===== config.mk =====
export PLATFORM = sky130hd
export DESIGN_NAME = fft_helpers_butterfly_scheduler
export DESIGN_NICKNAME = d
export VERILOG_FILES = /design/src/rtl/fft_helpers_butterfly_scheduler.sv
export SDC_FILE = /design/constraint.sdc
export NUM_CORES = 1
export LEC_CHECK = 0
export BUFFER_PORTS_ARGS = -buffer_cell sky130_fd_sc_hd__buf_4
export CAP_MARGIN = 15
export CORE_AREA = 5 5 129 131
export CTS_CLUSTER_SIZE = 8
export DETAILED_ROUTE_END_ITERATION = 10
export DIE_AREA = 0 0 134 136
export PLACE_DENSITY = 0.67
export SYNTH_ARGS = -nofsm -noshare
export SYNTH_HDL_FRONTEND = slang
export SYNTH_SLANG_ARGS = --single-unit

===== constraint.sdc =====
create_clock -name clk -period 11.7 [get_ports clk]
set_input_delay 2.34 -clock clk [delete_from_list [all_inputs] [get_ports clk]]
set_output_delay 2.34 -clock clk [all_outputs]
set_load 0.01 [all_outputs]

===== src/rtl/fft_helpers_butterfly_scheduler.sv =====
// Issue sequencer for an iterative in-place radix-2 FFT that shares one butterfly unit.
// Walks every stage, issues operand addresses and twiddles, then drains write-backs.
module fft_helpers_butterfly_scheduler #(
    parameter int BIT_WIDTH  = 32,
    parameter int DECIMAL_PT = 16,
    parameter int SIZE_FFT   = 8
) (
    input  logic                          clk,
    input  logic                          reset,
    input  logic                          start_val,
    output logic                          start_rdy,
    input  logic [BIT_WIDTH*SIZE_FFT-1:0] sine_wave_in,
    output logic                          bf_val,
    input  logic                          bf_rdy,
    output logic [$clog2(SIZE_FFT)-1:0]   bf_addr_a,
    output logic [$clog2(SIZE_FFT)-1:0]   bf_addr_b,
    output logic [$clog2(SIZE_FFT)-1:0]   bf_stage,
    output logic [BIT_WIDTH-1:0]          bf_twiddle_real,
    output logic [BIT_WIDTH-1:0]          bf_twiddle_imag,
    input  logic                          wb_ack,
    output logic                          busy,
    output logic                          done
);
    localparam int AW = $clog2(SIZE_FFT);
    localparam logic [AW-1:0] HALF    = AW'(SIZE_FFT / 2);
    localparam logic [AW-1:0] LAST_B  = AW'(SIZE_FFT / 2 - 1);
    localparam logic [AW-1:0] LAST_S  = AW'(AW - 1);
    localparam logic [AW-1:0] QUARTER = AW'(SIZE_FFT / 4);

    localparam logic [1:0] ST_IDLE  = 2'd0;
    localparam logic [1:0] ST_ISSUE = 2'd1;
    localparam logic [1:0] ST_DRAIN = 2'd2;
    localparam logic [1:0] ST_DONE  = 2'd3;

    // The fractional point only travels with the data; reject nonsensical sizes early.
    if (DECIMAL_PT < 0 || DECIMAL_PT >= BIT_WIDTH || SIZE_FFT < 4 ||
        (SIZE_FFT & (SIZE_FFT - 1)) != 0) begin : g_bad_params
        $error("fft_helpers_butterfly_scheduler: illegal parameter set");
    end

    function automatic logic [BIT_WIDTH-1:0] neg_wrap(input logic signed [BIT_WIDTH-1:0] x);
        return -x;
    endfunction

    logic [1:0]    state_q, state_d;
    logic [AW-1:0] stage_q, stage_d;
    logic [AW-1:0] b_q, b_d;
    logic [AW-1:0] ack_q, ack_d;

    logic [BIT_WIDTH-1:0] sine_tbl [SIZE_FFT];
    for (genvar k = 0; k < SIZE_FFT; k++) begin : g_tbl
        assign sine_tbl[k] = sine_wave_in[k*BIT_WIDTH +: BIT_WIDTH];
    end

    logic [AW-1:0] span;
    logic [AW-1:0] m;
    logic [AW-1:0] addr_a;
    logic [AW-1:0] tw_idx;
    logic [AW-1:0] re_idx;

    // Address/twiddle decode depends only on registered s and b, so it holds while stalled.
    always_comb begin
        span   = AW'(1) << stage_q;
        m      = b_q & (span - AW'(1));
        addr_a = ((b_q >> stage_q) << (stage_q + AW'(1))) + m;
        tw_idx = m << (LAST_S - stage_q);
        re_idx = tw_idx + QUARTER;
    end

    assign bf_addr_a       = addr_a;
    assign bf_addr_b       = addr_a + span;
    assign bf_stage        = stage_q;
    assign bf_twiddle_real = sine_tbl[re_idx];
    assign bf_twiddle_imag = neg_wrap(sine_tbl[tw_idx]);

    assign start_rdy = (state_q == ST_IDLE);
    assign bf_val    = (state_q == ST_ISSUE);
    assign busy      = (state_q == ST_ISSUE) || (state_q == ST_DRAIN);
    assign done      = (state_q == ST_DONE);

    logic          ack_inc;
    logic [AW-1:0] ack_next;

    always_comb begin
        ack_inc  = wb_ack && busy && (ack_q != HALF);
        ack_next = ack_q + {{(AW-1){1'b0}}, ack_inc};

        state_d = state_q;
        stage_d = stage_q;
        b_d     = b_q;
        ack_d   = ack_q;

        case (state_q)
            ST_IDLE: begin
                if (start_val) begin
                    state_d = ST_ISSUE;
                    stage_d = '0;
                    b_d     = '0;
                    ack_d   = '0;
                end
            end
            ST_ISSUE: begin
                ack_d = ack_next;
                if (bf_rdy) begin
                    if (b_q == LAST_B) begin
                        state_d = ST_DRAIN;
                    end else begin
                        b_d = b_q + AW'(1);
                    end
                end
            end
            ST_DRAIN: begin
                ack_d = ack_next;
                if (ack_next == HALF) begin
                    ack_d = '0;
                    b_d   = '0;
                    if (stage_q == LAST_S) begin
                        state_d = ST_DONE;
                    end else begin
                        state_d = ST_ISSUE;
                        stage_d = stage_q + AW'(1);
                    end
                end
            end
            default: begin
                // Leave IDLE looking exactly like the reset state.
                state_d = ST_IDLE;
                stage_d = '0;
                b_d     = '0;
                ack_d   = '0;
            end
        endcase
    end

    always_ff @(posedge clk or posedge reset) begin
        if (reset) begin
            state_q <= ST_IDLE;
            stage_q <= '0;
            b_q     <= '0;
            ack_q   <= '0;
        end else begin
            state_q <= state_d;
            stage_q <= stage_d;
            b_q     <= b_d;
            ack_q   <= ack_d;
        end
    end

endmodule


==> impl_results.md <==
- Outcome: finished clean
- Final ANT Viol Nets: 0
- Initial DRC Count: 304
- Final number of setup-violating endpoints: 0
- Arrival time at the worst endpoint: approximately 5.6 ns
- Period minus WS final: ~7.9 ns
- Post-detailed-placement half-perimeter wirelength: ~18000 um
- WP data required: 9.36 ns
- Total of hold buffers inserted after clock tree synthesis: 0
- Post-synth net total: about 1000
- Total power per unit cell area: ~110 nW/um2
- Number of instances in the synthesized netlist: between 700 and 800
- Critical path fanouts, max: 54
- Maximum clock frequency: roughly 130 MHz
- Boundary pin count: 338
- Number of design rule violations left after detail routing: 0
- Global route overflow: 0
- Sequential area share after synthesis: under 10%
- Final count of pins violating max slew: 0
- Synth top area share: around 17%
- Unrepaired setup endpoints after global routing: no
- Core area: 15500 um2
- Site row count: 46
- First-pass DRT Iterations: 5
- Root Buffer: sky130_fd_sc_hd__clkbuf_16
- Layer with the highest usage: met2
- Post-route design area: roughly 8000 um2
- Met2 Track Usage GR: 39.9%
- Number of storage elements in the synthesis netlist: 11
- MaxCap Viol Count: 0
- Number of sinks driven by the clock tree: 11
- Worst setup path category: flop to output pin
- Quantity of gates resized following cts: 0
- Die Outline Area: about 18000 um2
- Fraction of final layout cells sized beyond drive strength 1: between 40% and 50%
- Slew at the pin closest to its max-slew limit: 0.895 ns
- HP Class: flop to flop
- Die boundary height: 136 um
- Cell Area, Synth: 5330 um2
- Final cell count without fillers: between 1000 and 1500
- Distinct cell type count after synthesis: between 60 and 70
- Top flip-flop cell by instance count after synthesis: sky130_fd_sc_hd__dfrtp_1
- Global-route usage over all layers: about 22%
- Die width: 134 um
- Ys async rst share: 100%
- Initial standard-cell utilization of the core: 34.4%
- M3 GR Usage: 4.26%
- Max_slew headroom: 40.2%
- Cell Count Post-Placement: 1209
- Layout-stage area growth over the synthesis result: 50.1%
- Number of warnings reported in the yosys synthesis log: 0
- Vias per inst: around 5.2
- CP bufs+invs: 3
- Hold Vio Cnt, Final: 0
- Post-detailed-routing wire length: approximately 22000 um
- Type of element capturing the critical path: output pin
- Max clock buf depth: 2
- Setup Fix Bufs, Post-CTS: 0
- Clock network latency to the later pin of the worst-skew pair: 0.24 ns
- Dominant cells by area after synthesis: sky130_fd_sc_hd__mux2i_1, sky130_fd_sc_hd__mux2_2, sky130_fd_sc_hd__nand2_1, sky130_fd_sc_hd__dfrtp_1, sky130_fd_sc_hd__mux4_2
- Pin count of the biggest net entering global routing: 63
- Period utilization: around 68%
- Via count of the first global-routing pass: roughly 6100
- Peak per-stage delay on the critical path: 0.62 ns
- Via count: roughly 6400
- Lkg Pwr: approximately 4 nW
- EDFF count, synth: 0
- Cell Area, Placed: between 7000 and 8000 um2
- Antenna Diode Count: 0
- Post-Syn Area per Cell: approximately 7.4 um2
- Net count of the finished layout: approximately 1300
- Wire length of the first global-routing pass: 33200 um
- Kind of cell with the highest combined delay on the critical path: simple AND/OR/NAND/NOR gates
- Number of levels the H-tree was split into: 1
- Register clock-pin slew on the reported worst setup and hold paths: around 0.05 ns
- Port-buffer cells: roughly 340
- Number of antenna violations at the first check in global routing: 0
- Worst ir drop on vdd: roughly 0.12 mV
- Maximum clock skew at final layout: about 0.0083 ns
- Fraction of met1 tracks used by global routing: between 20 and 30%
- Crit-path cells: inv_1, ha_1, nand2b_1, ha_1, nor3b_1, a31oi_1, or2_4, buf_4, mux2_2, nor2_1, nor2_1, ha_1, nor3b_1, and4_1, nand3_1, or4b_1, xnor2_1, buf_4
- Cell type with the highest occurrence count on the critical path: sky130_fd_sc_hd__ha_1
- Total CTS buffers: 3
- Cell at the slowest stage of the critical path: sky130_fd_sc_hd__buf_4
- Per-cell routed wire length: 18.1 um
- Setup crit start kind: flop
- Total negative setup slack: 0 ns
- TritonCTS clock tree: built
- Placer Congestion: 0.905
- Synth area leader: sky130_fd_sc_hd__mux2i_1
- Worst-case register-to-register setup slack: ~9 ns
tightest hold or removal path, cell delays in order, from the launching register on:
cell and delay [ns]:
sky130_fd_sc_hd__dfrtp_1 0.37, sky130_fd_sc_hd__nand2_1 0.05, sky130_fd_sc_hd__o21ai_0 0.06
worst paths after layout:
| kind | start | depth (start not counted) | end |
|---|---|---|---|
| hold / removal | ack_q[1] | 2 | ack_q[1] |
| hold reg to reg | ack_q[1] | 2 | ack_q[1] |
| setup / recovery | bf_stage[0] | 18 | bf_twiddle_imag[26] |
| max in group asynchronous | reset | 2 | b_q[1] |
| setup reg to reg | state_q[0] | 11 | state_q[0] |
| min in group asynchronous | reset | 2 | b_q[0] |
cell usage after synthesis, types with 16 or more instances:
master / count
sky130_fd_sc_hd__mux2_2: 58
sky130_fd_sc_hd__ha_1: 17
sky130_fd_sc_hd__inv_1: 16
sky130_fd_sc_hd__mux2i_1: 93
sky130_fd_sc_hd__xnor2_1: 27
sky130_fd_sc_hd__nand2_1: 138
sky130_fd_sc_hd__clkbuf_1: 24
sky130_fd_sc_hd__nand3_1: 50
sky130_fd_sc_hd__a21oi_1: 17
sky130_fd_sc_hd__o21ai_0: 41
sky130_fd_sc_hd__nor2_1: 62
layer usage:
metal,up-vias,share of wire [%]
met5,-,0
met4,0,1.6
met3,22,7.0
met2,231,50
met1,2952,42
li1,3158,-
state kept, by name, indices dropped and copies added (netlist names):
register  cells
ack_q         3
b_q           3
bf_stage      3
state_q       2
cell families after synthesis:
| logic type | Yosys count | share of synthesized area (%) |
|---|---|---|
| AND/OR/NAND/NOR | 320 | 29.1 |
| multiplexers | 180 | 38.7 |
| AO/OA/AOI/OAI | 85 | 9.58 |
| buffers and inverters | 68 | 6.45 |
| XOR/XNOR | 38 | 6.24 |
| adder cells (fa/ha/maj) | 19 | 4.74 |
| flip-flops | 11 | 5.16 |
power by group:
part / switching [mW] / leakage, nW / internal, mW
sequential: 0.0150 / 0.149 / 0.0474
combinational: 0.405 / 3.83 / 0.351
clock: 0.0179 / 0.0409 / 0.0453
stage by stage:
stage	utilization [%]	power [mW]	setup slack [ns]	hold slack, ns
2_1_floorplan	-	0.506	4.74	0.478
4_1_cts	51.7	0.889	3.78	0.527
5_1_grt	51.7	0.958	3.26	0.573
3_5_place_dp	51.2	0.821	4.03	0.517
6_report	51.7	0.882	3.78	0.520
3_3_place_gp	51.2	0.816	4.14	0.511
cells in the final DEF (no fill, tap or decap), types with 3 or more instances in the layout:
cell type / synthesis / final
sky130_fd_sc_hd__a211oi_1: 4 / 4
sky130_fd_sc_hd__a21oi_1: 17 / 17
sky130_fd_sc_hd__a31o_2: 3 / 3
sky130_fd_sc_hd__and2_1: 5 / 5
sky130_fd_sc_hd__buf_4: 4 / 347
sky130_fd_sc_hd__clkbuf_16: 0 / 3
sky130_fd_sc_hd__dfrtp_1: 11 / 11
sky130_fd_sc_hd__ha_1: 17 / 17
sky130_fd_sc_hd__inv_1: 16 / 16
sky130_fd_sc_hd__mux2_1: 14 / 14
sky130_fd_sc_hd__mux2_2: 58 / 58
sky130_fd_sc_hd__mux2i_1: 93 / 93
sky130_fd_sc_hd__mux4_2: 12 / 12
sky130_fd_sc_hd__nand2_1: 138 / 137
sky130_fd_sc_hd__nand2b_1: 8 / 8
sky130_fd_sc_hd__nand3_1: 50 / 50
sky130_fd_sc_hd__nand3b_1: 3 / 3
sky130_fd_sc_hd__nand4_1: 6 / 6
sky130_fd_sc_hd__nor2_1: 62 / 60
sky130_fd_sc_hd__nor2b_1: 4 / 4
sky130_fd_sc_hd__nor3_1: 4 / 4
sky130_fd_sc_hd__nor3b_1: 3 / 3
sky130_fd_sc_hd__nor4_1: 4 / 4
sky130_fd_sc_hd__o211ai_1: 4 / 4
sky130_fd_sc_hd__o21a_1: 4 / 4
sky130_fd_sc_hd__o21ai_0: 41 / 41
sky130_fd_sc_hd__or3_1: 14 / 14
sky130_fd_sc_hd__xnor2_1: 27 / 27
sky130_fd_sc_hd__xor2_1: 11 / 11
cell type report:
type | instances | area, um2
inverters | 17 | 63.8
repair buffers | 347 | 2610
flip-flops and latches | 11 | 275
well taps | 192 | 240
multi-input cells | 642 | 4740
fillers | 1579 | 7480
clock inverters | 1 | 5.00
clock buffers | 3 | 75.1
(Power assumes the default switching activity.)
